**src/rtl/rename_tag_allocator.sv**
```systemverilog
// Rename tag free list: a circular buffer of tags. Up to two tags are handed
// out each cycle (tags popped at head) and up to two are returned from commit
// (tags pushed at tail). A flush reloads the identity pool.
module rename_tag_allocator #(
    parameter int TAG_COUNT = 32,
    parameter int TAG_WIDTH = 5
) (
    input  logic                      i_clock,
    input  logic                      i_reset,
    input  logic [1:0]                i_alloc_req,
    input  logic                      i_halt,
    output logic [1:0]                o_alloc_grant,
    output logic [1:0][TAG_WIDTH-1:0] o_alloc_tag,
    input  logic [1:0]                i_free_valid,
    input  logic [1:0][TAG_WIDTH-1:0] i_free_tag,
    input  logic                      i_flush,
    output logic [1:0]                o_query_ren_capacity,
    output logic                      o_ren_empty,
    output logic [TAG_WIDTH:0]        o_count,
    output logic                      o_overflow
);

    typedef logic [TAG_WIDTH:0]   cnt_t;
    typedef logic [TAG_WIDTH-1:0] tag_t;

    localparam cnt_t FULL = cnt_t'(TAG_COUNT);

    tag_t tag_mem [TAG_COUNT];
    tag_t head, tail;
    cnt_t count;
    logic overflow;

    cnt_t n_req, n_grant, n_write, room;
    logic grant_ok, acc0, acc1, drop;
    tag_t head_p1, wr_idx1;

    // Grant decision, tag selection and free acceptance, all from pre-edge state
    always_comb begin
        n_req    = cnt_t'(i_alloc_req[0]) + cnt_t'(i_alloc_req[1]);
        grant_ok = !i_halt && !i_flush && (count >= n_req);
        o_alloc_grant = grant_ok ? i_alloc_req : 2'b00;
        n_grant  = grant_ok ? n_req : '0;

        // Lowest requested slot takes head; slot 1 takes head+1 only when slot 0 also asks
        head_p1        = head + tag_t'(1);
        o_alloc_tag[0] = tag_mem[head];
        o_alloc_tag[1] = i_alloc_req[0] ? tag_mem[head_p1] : tag_mem[head];

        // Free slots left after this cycle's pops; port 1 is the first to be dropped
        room    = FULL - (count - n_grant);
        acc0    = !i_flush && i_free_valid[0] && (room >= cnt_t'(1));
        acc1    = !i_flush && i_free_valid[1] && (room >= (acc0 ? cnt_t'(2) : cnt_t'(1)));
        drop    = !i_flush && ((i_free_valid[0] && !acc0) || (i_free_valid[1] && !acc1));
        n_write = cnt_t'(acc0) + cnt_t'(acc1);
        wr_idx1 = acc0 ? tail + tag_t'(1) : tail;
    end

    // Tag storage: identity on reset/flush, otherwise accepted frees land at tail
    always_ff @(posedge i_clock or negedge i_reset) begin
        if (!i_reset) begin
            for (int i = 0; i < TAG_COUNT; i++) tag_mem[i] <= tag_t'(i);
        end else if (i_flush) begin
            for (int i = 0; i < TAG_COUNT; i++) tag_mem[i] <= tag_t'(i);
        end else begin
            if (acc0) tag_mem[tail]    <= i_free_tag[0];
            if (acc1) tag_mem[wr_idx1] <= i_free_tag[1];
        end
    end

    // Pointers, occupancy and the sticky overflow flag (which survives flush)
    always_ff @(posedge i_clock or negedge i_reset) begin
        if (!i_reset) begin
            head     <= '0;
            tail     <= '0;
            count    <= FULL;
            overflow <= 1'b0;
        end else if (i_flush) begin
            head  <= '0;
            tail  <= '0;
            count <= FULL;
        end else begin
            head  <= head + tag_t'(n_grant);
            tail  <= tail + tag_t'(n_write);
            count <= count - n_grant + n_write;
            if (drop) overflow <= 1'b1;
        end
    end

    // Capacity reporting comes only from registered count
    always_comb begin
        o_query_ren_capacity = (count >= cnt_t'(2)) ? 2'd2 : count[1:0];
        o_ren_empty          = (count == '0);
        o_count              = count;
        o_overflow           = overflow;
    end

endmodule

```
**config.mk**
```make
export PLATFORM = sky130hd
export DESIGN_NAME = rename_tag_allocator
export DESIGN_NICKNAME = d
export VERILOG_FILES = /design/src/rtl/rename_tag_allocator.sv
export SDC_FILE = /design/constraint.sdc
export NUM_CORES = 1
export LEC_CHECK = 0
export BUFFER_PORTS_ARGS = -buffer_cell sky130_fd_sc_hd__buf_2
export CAP_MARGIN = 40
export CORE_ASPECT_RATIO = 1.5
export CORE_UTILIZATION = 50
export CTS_CLUSTER_DIAMETER = 100
export DETAILED_ROUTE_END_ITERATION = 16
export PLACE_DENSITY = 0.77
export REMOVE_ABC_BUFFERS = 1
export SYNTH_ARGS = -nofsm -noshare
export SYNTH_HDL_FRONTEND = slang
export SYNTH_SLANG_ARGS = --single-unit
```
**constraint.sdc**
```tcl
create_clock -name i_clock -period 9 [get_ports i_clock]
set_clock_uncertainty 0.05 [all_clocks]
set_input_delay 1.8 -clock i_clock [delete_from_list [all_inputs] [get_ports i_clock]]
set_output_delay 1.8 -clock i_clock [all_outputs]
set_load 0.05 [all_outputs]
```
# After elaboration in Yosys (flattened, before gate mapping)
# Index checks and enable logic that the tools add are counted.
[totals]
ff_bits = 177
latchBits = 0
mem_bits_rw = 0
mem_bits_ro = 0
word_cells = 103
memories = 0
[classes]
n_addsub = 9
multipliers = 0
div_mod_pow = 0
n_lt_le_gt_ge = 10
n_eq_ne = 0
shift = 0
n_mux = 25
n_bitwise = 5
reduce_logical = 18
[op_table]
columns = ["operator", "count"]
rows = [
  ["$mux W160", 4],
  ["$bwmux W160", 2],
  ["$bmux W5 S5", 2],
  ["$demux W5 S5", 2],
  ["$mux W5", 10],
  ["$ge A6 B6 Y1 const B", 4],
  ["$not A5 Y6", 4],
  ["$ge A6 B2 Y1", 2],
  ["$lt A6 B1 Y1 const B", 2],
  ["$logic_and A1 B1 Y1", 11],
  ["$add A5 B1 Y5 const B", 2],
  ["$add A5 B2 Y5", 2],
  ["$mux W2", 4],
  ["$add A6 B2 Y6", 1],
  ["$ge A6 B1 Y1 const B", 1],
  ["$ge A6 B2 Y1 const B", 1],
  ["$logic_not A6 Y1", 1],
  ["$mux W6", 1],
  ["$sub A6 B2 Y6", 1],
  ["$sub A6 B6 Y6 const A", 1],
  ["$add A1 B1 Y2", 2],
  ["$logic_not A1 Y1", 4],
  ["$reduce_and A2 Y1", 1],
  ["$logic_or A1 B1 Y1", 1],
  ["$not A1 Y1", 1],
]

# Logic depth before layout (Yosys ltp)
# Gate-level depths: netlist of run 1.
[logic_depth]
word_depth = 17
ltp_mapped = 30

# Least setup slack after synthesis of run 1
# No wires, ideal clock.
[synth_path]
path_kind = "input port to flip-flop"
startpoint = "input port i_alloc_req[0]"
endpoint = "register count[4], in the netlist o_count[4]"
t_arrival_ns = 7.724
t_required_ns = 8.818
path_slack_ns = 1.094
cell_stages = 28
n_path_buf = 1
path_cell_list = "ha_1 -> ha_1 -> nand2b_1 -> a211oi_1 -> nor3_1 -> and2_1 -> ha_1 -> fa_1 -> ha_1 -> nand3_2 -> and4_4 -> o311a_4 -> o31ai_2 -> buf_2 -> nand2_1 -> ha_1 -> nand2b_1 -> a21o_1 -> nor2_1 -> a21oi_1 -> ha_1 -> ha_1 -> ha_1 -> a21oi_1 -> a221oi_1 -> a21oi_1 -> xnor2_1 -> nor2_1"
[synth_via]
elab_chain_cells = 14
[synth_lines]
columns = ["item", "line_no", "rtl"]
rows = [
  ["start, declared", "10", "input logic [1:0] i_alloc_req,"],
  ["$add A1 B1 Y2 *", "39", "n_req = cnt_t'(i_alloc_req[0]) + cnt_t'(i_alloc_req[1]);"],
  ["$ge A6 B2 Y1", "40", "grant_ok = !i_halt && !i_flush && (count >= n_req);"],
  ["$logic_and A1 B1 Y1", "40", ""],
  ["$mux W2 *", "42", "n_grant = grant_ok ? n_req : '0;"],
  ["$sub A6 B2 Y6 *", "50, 84", ""],
  ["$sub A6 B6 Y6", "50", "room = FULL - (count - n_grant);"],
  ["$ge A6 B1 Y1", "51", "acc0 = !i_flush && i_free_valid[0] && (room >= cnt_t'(1));"],
  ["$logic_and A1 B1 Y1", "51", ""],
  ["$mux W2", "52", "acc1 = !i_flush && i_free_valid[1] && (room >= (acc0 ? cnt_t'(2) : cnt_t'(1)));"],
  ["$ge A6 B2 Y1", "52", ""],
  ["$logic_and A1 B1 Y1", "52", ""],
  ["$add A1 B1 Y2", "54", "n_write = cnt_t'(acc0) + cnt_t'(acc1);"],
  ["$add A6 B2 Y6 *", "84", "count <= count - n_grant + n_write;"],
  ["$mux W6 *", "77", "end else if (i_flush) begin"],
  ["end signal, assigned", "84", ""],
  ["end, declared", "30", "cnt_t count;"],
]
# Mark *: on every way between the ends. The rest lies on a longest branch, timed or not.
# A chain may end at the register's enable or synchronous reset.

# Worst setup path after layout of run 1
[layout_path]
startpoint = "input port i_alloc_req[0]"
endpoint = "register tag_mem[119] (netlist name)"
[layout_via]
elab_chain_cells = 17
elab_cells_between_ends = 23
classes_between = "add/sub: 3; order compare: 5; mux: 10; bitwise: 1; reduce/logical: 4"
[layout_lines]
columns = ["item", "line_no", "rtl"]
rows = [
  ["$add A1 B1 Y2 *", "39", ""],
  ["$ge A6 B2 Y1", "40", ""],
  ["$logic_and A1 B1 Y1", "40", ""],
  ["$mux W2 *", "42", ""],
  ["$sub A6 B2 Y6 *", "50", ""],
  ["$sub A6 B6 Y6 *", "50", ""],
  ["$ge A6 B1 Y1", "51", ""],
  ["$logic_and A1 B1 Y1", "51", ""],
  ["$mux W5", "55", "wr_idx1 = acc0 ? tail + tag_t'(1) : tail;"],
  ["$not A5 Y6 (implied by the code)", "66", "if (acc1) tag_mem[wr_idx1] <= i_free_tag[1];"],
  ["$ge A6 B6 Y1 (implied by the code) or $lt A6 B1 Y1 (tied branches)", "66", ""],
  ["$logic_and A1 B1 Y1 (implied by the code)", "66", ""],
  ["$mux W5 (implied by the code)", "66", ""],
  ["$demux W5 S5", "66", ""],
  ["$bwmux W160", "66", ""],
  ["$mux W160 *", "66", ""],
  ["$mux W160 *", "62", "end else if (i_flush) begin"],
  ["end signal, assigned by index", "65", "if (acc0) tag_mem[tail] <= i_free_tag[0];"],
  ["end signal, assigned by index", "66", ""],
  ["end, declared", "28", "tag_t tag_mem [TAG_COUNT];"],
]
# Mark *: on every way between the ends. The rest lies on a longest branch, timed or not. The select of a mux whose other input is x is not followed.

==> results by group, run 1 <==
Yosys
  – Number of synthesized register bits: 177
  – Share of async-settable or async-resettable flops after synthesis: 1.000
  – Cell area after synthesis: 12900 sq um
  – EDFF count, synth: 0
  – Count of synthesis-stage warnings from yosys: 0
  – Post-synthesis cell count: 1149
  – Seq/Total Area, Yosys: 0.3513
  – Average instance area after synthesis: 11.22 sq um
  – Post-synth top flop: sky130_fd_sc_hd__dfrtp_1
  – Library cells used by synthesis: 76

GRT
  – Aggregate global routing overflow: 0
  – First-pass GRT wire length: 67890 microns
  – Antenna violations before repair: 0
  – Via count of the first global-routing pass: 11400
  – Largest net degree at the start of global routing: 150
  – Aggregate global-route resource usage: 0.3476

Power and ir drop
  – Max VDD drop: 0.1700 mV
  – Static power due to leakage: 5.950 nW
  – Power Density: 189.4 nW/um^2

CTS
  – Number of sinks driven by the clock tree: 177
  – TritonCTS Buffers: 17
  – Number of hold buffers added after cts: 0
  – Count of H-tree levels built during CTS: 4
  – Insertion delay of the later-clocked pin in the worst-skew pair: 0.47 ns
  – Clock slew at the register clock pins of the worst setup and hold paths: 0.07 ns
  – Clock Tree Buf Depth: 2
  – Post-CTS Setup Bufs: 0
  – Count of instances resized after the clock tree is built: 0
  – Root Driver: sky130_fd_sc_hd__clkbuf_16
  – Clock tree from TritonCTS: built

Placed design
  – Post-DP HPWL: 29510 microns
  – Global placement routability congestion: 1.034
  – IO buf count: 39

Finish
  – Layout cells sized above 1: 0.3093
  – Fin nets: 1180
  – Most frequent standard cell in the layout excluding fill and tap cells: sky130_fd_sc_hd__mux2i_1
  – Area added between synthesis and finish: 9.391%
  – Post-route core utilization: 0.5592
  – Most frequent cells in the layout: sky130_fd_sc_hd__mux2i_1, sky130_fd_sc_hd__mux4_2, sky130_fd_sc_hd__a221oi_1

Die
  – Top Ports: 40
  – Placeable core area: 25230 sq um
  – Die Height: 198.7 microns
  – Width of the die: 133.1 microns
  – Starting utilization of the core area: 0.5112
  – Die area: 26450 sq um
  – Number of cell rows: 71

Timing
  – RSZ-0062 raised after global routing: false
  – Highest clock rate: 125.1 MHz
  – Post-route minimum period: 7.991 ns
  – Final-report max-slew violation count: 0
  – Slew at the pin closest to its max-slew limit: 0.9508 ns
  – Worst relative slew slack: 0.3612
  – Fin Hold WS: 0.4676 ns
  – Final setup violating endpoints: 0
  – Number of hold violations in the final report: 0
  – Setup TNS Final: 0 ns
  – Post-route clock period utilization: 0.8878

Detailed routing
  – Number of search-and-repair iterations in the first detailed-routing pass: 6
  – Detailed router's first-iteration violation count: 1692
  – Total Routed Length: 44280 microns
  – Vias per cell: 7.609
  – DRC errors left: 0
  – ANT nets after route: 0
  – Post-detailed-route wirelength per cell: 29.92 microns
  – Overall via count from detail_route: 11260

Setup path
  – Critical path capture point type: register
  – Crit path required time: 9.31 ns
  – Logic depth of the worst setup path including buffers: 25
  – CP Class: input pin to register
  – Critical path's largest stage delay: 0.68 ns
  – Maximum net fanout on the critical path: 17
  – Buffers and inverters on the worst path: 2
  – CP Launch Type: input pin
  – Arrival time at the worst endpoint: 8.30 ns
  – Family with the most delay on the worst path: compound AO/OA/AOI/OAI gates
  – R2R depth: 22
  – Most frequent CP cell: sky130_fd_sc_hd__ha_1
  – Master of the slowest instance on the critical path: sky130_fd_sc_hd__fa_1

Flow run
  – Number of maximum-capacitance constraint violations: 0

Hold path
  – Hold-critical path depth: 1
  – Hold Crit Class: register to register

Run status
  – Status: completed
cell families (layout without fill, tap and decap cells):
| family | count (synthesis) | count (layout) | synth area share |
|---|---|---|---|
| AOI/OAI and AO/OA | 268 | 268 | 0.1593 |
| xor gates and xnor gates | 18 | 18 | 0.01222 |
| adders and majority gates | 24 | 24 | 0.02445 |
| buffers and inverters | 125 | 127 | 0.03929 |
| DFF | 177 | 177 | 0.3513 |
| muxes | 261 | 261 | 0.3033 |
| other | 0 | 1 | 0 |
| and+or+nand+nor | 276 | 276 | 0.1102 |
layer usage:
metal / part of all wire / GRT usage / up-vias
met5: 0 / 0 / -
met3: 0.11 / 0.09735 / 242
met2: 0.46 / 0.5412 / 908
li1: - / - / 4557
met4: 0.079 / 0.2584 / 0
met1: 0.35 / 0.4113 / 5554
state kept, by name, summed over array words and instances (netlist names):
signal / cells
tag_mem: 160
o_count: 6
head: 5
tail: 5
o_overflow: 1
synth_stat cells (all sizes together) (3+ instances only):
cell | instances | area share
dfrtp | 96 | 0.19
a31o | 9 | 0.0061
o31ai | 7 | 0.0045
o22ai | 4 | 0.0029
and2 | 20 | 0.0097
dfstp | 81 | 0.17
nand4 | 18 | 0.0087
a211o | 6 | 0.0041
xor2 | 6 | 0.0041
mux2i | 126 | 0.098
a211oi | 19 | 0.011
a311oi | 9 | 0.0066
buf | 25 | 0.010
nand3 | 21 | 0.0089
nor2b | 11 | 0.0053
ha | 22 | 0.021
clkbuf | 77 | 0.023
nor3 | 29 | 0.012
a21o | 3 | 0.0017
o21ai | 13 | 0.0050
o41ai | 3 | 0.0020
nor3b | 4 | 0.0023
nand2 | 62 | 0.018
nor2 | 68 | 0.021
inv | 22 | 0.0064
a221oi | 99 | 0.067
or4 | 3 | 0.0017
mux2 | 35 | 0.031
a31oi | 10 | 0.0053
xnor2 | 12 | 0.0081
mux4 | 100 | 0.17
nand2b | 7 | 0.0034
and3 | 21 | 0.010
a22oi | 4 | 0.0023
nor4 | 4 | 0.0034
a21oi | 62 | 0.024
power breakdown:
part           internal (mW)  switching [mW]  leakage, nW
Combinational          0.311           0.624         3.45
Sequential             0.834          0.0561         2.18
Clock                  0.515           0.332        0.321
metrics by stage:
step / instances / cell area [sq um] / setup WS [ns] / power [mW]
global route: 1479 / 14110 / 0.6738 / 2.756
detailed placement: 1445 / 13440 / 0.6383 / 1.807
CTS: 1477 / 14090 / 1.110 / 2.650
finish: 1480 / 14110 / 1.009 / 2.672
global placement: 1438 / 13320 / 0.8441 / 1.785
floorplan: 1047 / 12480 / 0.06012 / 1.513
worst register-to-register path: cells and delay by family, from the launching register on:
kind	cells	cell delay, ns
adder cells (fa/ha/maj)	4	1.53
flip-flops	1	0.48
AO/OA/AOI/OAI	9	2.50
AND/OR/NAND/NOR	8	1.76
buffers and inverters	1	0.36
final timing paths:
path                       slack (ns)            from           end
setup / recovery                 1.01  i_alloc_req[0]  tag_mem[119]
hold / removal                   0.47      o_overflow    o_overflow
setup reg to reg                 2.21      o_count[4]  tag_mem[119]
hold reg to reg                  0.47      o_overflow    o_overflow
max in group asynchronous        6.24         i_reset   tag_mem[83]
min in group asynchronous        1.20         i_reset   tag_mem[75]
final cells by class:
| cell class | count | area (sq um) |
|---|---|---|
| multi-input cells | 847 | 7894 |
| clock inverters | 9 | 177.7 |
| diodes | 1 | 2.502 |
| flip-flops and latches | 177 | 4536 |
| well taps | 328 | 410.4 |
| clock buffers | 23 | 478.0 |
| fillers | 2150 | 11120 |
| inverters | 23 | 86.33 |
| repair buffers | 72 | 524.3 |
Note: power is estimated with default switching activity, not from simulation.
==> run 2: changes to the inputs <==
--- a/config.mk
+++ b/config.mk
@@ -5,9 +5,11 @@
 export SDC_FILE = /design/constraint.sdc
 export NUM_CORES = 1
 export LEC_CHECK = 0
+export ABC_AREA = 1
 export BUFFER_PORTS_ARGS = -buffer_cell sky130_fd_sc_hd__buf_2
 export CAP_MARGIN = 40
 export CORE_ASPECT_RATIO = 1.5
+export CORE_MARGIN = 2
 export CORE_UTILIZATION = 50
 export CTS_CLUSTER_DIAMETER = 100
 export DETAILED_ROUTE_END_ITERATION = 16
==> run 2 against run 1 <==
Effect of this change: fmax is 17% higher; worst setup slack gained 1.2 ns; via count grew 30%; die area up 8.0%; global-route usage decreased by 0.76 points; critical endpoint is now o_count[4]; final area is 4.6% higher; critical path depth up 1; core utilization decreased by 1.3 points; sequential power up 2%; clock power increased by 3.7%; final cell count up 65%; largest cell class unchanged.
==> results by group, run 2 <==
Finish
  – Fillers: 2673 (+24%)
  – Non-filler instance count after layout: 2444 (+65%)
  – Layout cells sized above 1: 0.1284 (-0.1808)
  – Most frequent cells in the layout: sky130_fd_sc_hd__nand2_1, sky130_fd_sc_hd__nor2_1, sky130_fd_sc_hd__o21ai_0
  – Most frequent standard cell in the layout excluding fill and tap cells: sky130_fd_sc_hd__nand2_1
  – Area added between synthesis and finish: 8.518%
  – Largest register by flop count: tag_mem
  – Post-route core utilization: 0.5460 (-0.01326)
  – Fin nets: 2131 (+81%)
  – Diodes inserted: 0 (-1)
  – Flip-flop count of the largest register, all copies and words added: 160 (unchanged)

Yosys
  – Average instance area after synthesis: 6.413 sq um (-43%)
  – Cell with the most instances after synthesis: sky130_fd_sc_hd__nand2_1
  – Largest area contributor in the netlist: sky130_fd_sc_hd__dfrtp_1
  – Count of synthesis-stage warnings from yosys: 0 (unchanged)
  – Share of the synthesized area in the top cell type: 0.1766 (-0.009646)
  – Library cells used by synthesis: 40 (-47%)
  – Commonest cells in the netlist: sky130_fd_sc_hd__nand2_1, sky130_fd_sc_hd__nor2_1, sky130_fd_sc_hd__o21ai_0, sky130_fd_sc_hd__nand3_1, sky130_fd_sc_hd__a21oi_1
  – Number of synthesized register bits: 177 (unchanged)
  – Seq/Total Area, Yosys: 0.3331 (-0.01819)
  – Synth area leaders: sky130_fd_sc_hd__dfrtp_1, sky130_fd_sc_hd__dfstp_2, sky130_fd_sc_hd__nand2_1, sky130_fd_sc_hd__o21ai_0, sky130_fd_sc_hd__nor2_1
  – Share of async-settable or async-resettable flops after synthesis: 1.000 (unchanged)
  – Cell area after synthesis: 13600 sq um (+5.5%)
  – EDFF count, synth: 0 (unchanged)
  – Post-synth top flop: sky130_fd_sc_hd__dfrtp_1
  – Post-synthesis cell count: 2121 (+85%)

Timing
  – Number of hold violations in the final report: 0 (unchanged)
  – Highest clock rate: 147.0 MHz (+17%)
  – Post-route worst setup slack: 2.197 ns (+1.188 ns)
  – Final setup violating endpoints: 0 (unchanged)
  – Worst relative slew slack: 0.3710 (+0.009790)
  – Slew at the pin closest to its max-slew limit: 0.9435 ns (-0.007369 ns)
  – Post-route minimum period: 6.803 ns (-1.188 ns)
  – Setup TNS Final: 0 ns (unchanged)
  – RSZ-0062 raised after global routing: false
  – Final-report max-slew violation count: 0 (unchanged)
  – Post-route clock period utilization: 0.7559 (-0.1320)

Run status
  – Status: completed

CTS
  – Post-CTS Setup Bufs: 0 (unchanged)
  – Insertion delay of the later-clocked pin in the worst-skew pair: 0.47 ns (about the same)
  – Clock tree from TritonCTS: built
  – Number of sinks driven by the clock tree: 177 (unchanged)
  – Clock Tree Buf Depth: 2 (unchanged)
  – Number of hold buffers added after cts: 0 (unchanged)
  – TritonCTS Buffers: 17 (unchanged)
  – Count of instances resized after the clock tree is built: 0 (unchanged)
  – Root Driver: sky130_fd_sc_hd__clkbuf_16
  – Count of H-tree levels built during CTS: 4 (unchanged)
  – Clock slew at the register clock pins of the worst setup and hold paths: 0.07 ns (about the same)

GRT
  – Most crowded layer after global routing: met2
  – First-pass GRT wire length: 75640 microns (+11%)
  – Aggregate global-route resource usage: 0.3401 (-0.007579)
  – Antenna violations before repair: 0 (unchanged)
  – Largest net degree at the start of global routing: 96 (-36%)
  – Aggregate global routing overflow: 0 (unchanged)
  – Grt met3 use: 0.06418 (-0.03317)
  – M2 GR Usage: 0.5548 (+0.01360)
  – GRT met1 Usage: 0.4038 (-0.007567)
  – Via count of the first global-routing pass: 13680 (+20%)

Setup path
  – Critical path capture point type: register
  – Critical R2R Capture: o_count[4]
  – FF-to-FF setup slack: 3.60 ns (+1.39 ns)
  – CP Launch Type: input pin
  – Origin of the critical flop-to-flop path: o_count[0]
  – Maximum net fanout on the critical path: 13 (-4)
  – R2R depth: 25 (+14%)
  – Arrival time at the worst endpoint: 7.13 ns (-1.17 ns)
  – Crit path required time: 9.32 ns (about the same)
  – CP Class: input pin to register

Hold path
  – Hold Crit Class: register to register
  – Startpoint of the worst hold path: o_overflow
  – Hold-critical path depth: 1 (unchanged)
  – Worst Hold End: o_overflow

Detailed routing
  – Vias per cell: 6.007 (-21%)
  – Detailed router's first-iteration violation count: 1845 (+9.0%)
  – ANT nets after route: 0 (unchanged)
  – Overall via count from detail_route: 14680 (+30%)
  – Total Routed Length: 48240 microns (+8.9%)
  – DRC errors left: 0 (unchanged)
  – Post-detailed-route wirelength per cell: 19.74 microns (-34%)
  – Number of search-and-repair iterations in the first detailed-routing pass: 6 (unchanged)

Placed design
  – IO buf count: 39 (unchanged)
  – Post-DP HPWL: 32360 microns (+9.7%)
  – Pre-CTS setup slack: 1.689 ns (+1.051 ns)
  – Post-Place Cells: 2412 (+67%)
  – Global placement routability congestion: 0.9559 (-7.6%)

Die
  – Top Ports: 40 (unchanged)
  – Die area: 28570 sq um (+8.0%)
  – Starting utilization of the core area: 0.5031 (-0.008107)
  – Width of the die: 138.7 microns (+4.2%)
  – Number of cell rows: 74 (+4.2%)
  – Die Height: 206 microns (+3.7%)
  – Placeable core area: 27040 sq um (+7.2%)

Power and ir drop
  – Static power due to leakage: 7.713 nW (+30%)
  – Max VDD drop: 0.1783 mV (+4.9%)
  – Overall power of the completed layout: 2.752 mW (+3.0%)
  – Power Density: 186.4 nW/um^2 (-1.6%)

Flow run
  – Number of maximum-capacitance constraint violations: 0 (unchanged)
run 2: kinds of logic (layout without fill, tap and decap cells):
logic type               Yosys count  in the layout  share of synthesized area
XOR/XNOR                          10             10                   0.006991
adder cells (fa/ha/maj)           24             24                    0.02318
flip-flops                       177            177                     0.3331
AND/OR/NAND/NOR                 1121           1121                     0.3559
AO/OA/AOI/OAI                    513            513                     0.2033
buffers and inverters            276            257                    0.07755
run 2: how the worst max path moves through the flow:
| stage | to | startpoint | cells after the start |
|---|---|---|---|
| after global placement | o_count[4] | i_alloc_req[0] | 27 |
| after CTS | o_count[4] | i_alloc_req[0] | 26 |
| after detailed placement | o_count[4] | i_alloc_req[0] | 26 |
| after floorplan | o_alloc_tag[6] | head[0] | 8 |
| final | o_count[4] | i_alloc_req[0] | 26 |
| after global routing | o_count[5] | i_alloc_req[0] | 26 |
run 2: worst max-delay path: stages:
cell                       delay [ns]
sky130_fd_sc_hd__buf_2           0.26
sky130_fd_sc_hd__ha_1            0.30
sky130_fd_sc_hd__ha_1            0.28
sky130_fd_sc_hd__o21ai_0         0.17
sky130_fd_sc_hd__a211oi_1        0.10
sky130_fd_sc_hd__inv_1           0.12
sky130_fd_sc_hd__nor2_1          0.08
sky130_fd_sc_hd__ha_1            0.21
sky130_fd_sc_hd__fa_1            0.60
sky130_fd_sc_hd__inv_1           0.10
sky130_fd_sc_hd__ha_1            0.20
sky130_fd_sc_hd__nor3_1          0.39
sky130_fd_sc_hd__nand2_4         0.14
sky130_fd_sc_hd__nand2_4         0.18
sky130_fd_sc_hd__ha_1            0.26
sky130_fd_sc_hd__inv_1           0.05
sky130_fd_sc_hd__a21boi_0        0.08
sky130_fd_sc_hd__nor3_1          0.37
sky130_fd_sc_hd__a21oi_4         0.17
sky130_fd_sc_hd__ha_1            0.35
sky130_fd_sc_hd__ha_1            0.22
sky130_fd_sc_hd__ha_1            0.18
sky130_fd_sc_hd__a21o_1          0.15
sky130_fd_sc_hd__nand2_1         0.06
sky130_fd_sc_hd__inv_1           0.06
sky130_fd_sc_hd__a211oi_1        0.24
run 2: cell type report:
cell class	instances	area, sq um	area share
well taps	342	427.9	0.02899
clock buffers	21	460.4	0.03119
clock inverters	11	207.7	0.01407
flip-flops and latches	177	4536	0.3073
inverters	162	619.3	0.04196
multi-input cells	1668	8019	0.5433
repair buffers	63	490.5	0.03323
run 2: where the power goes:
group / internal (mW) / total [mW] / switching, mW
clock: 0.533 / 0.878 / 0.345
sequential: 0.850 / 0.906 / 0.0564
combinational: 0.264 / 0.968 / 0.704
run 2: stage by stage:
| step | hold WS [ns] | instance area [sq um] |
|---|---|---|
| floorplan | 0.5120 | 13160 |
| global placement | 0.4919 | 13930 |
| detailed placement | 0.4712 | 14090 |
| CTS | 0.4862 | 14760 |
| global route | 0.5096 | 14760 |
| finish | 0.4903 | 14760 |
run 2: routing by layer:
metal,wire [microns],share of wire
met3,3900,0.081
met2,22610,0.47
met5,0,0
met4,3702,0.077
met1,18030,0.37
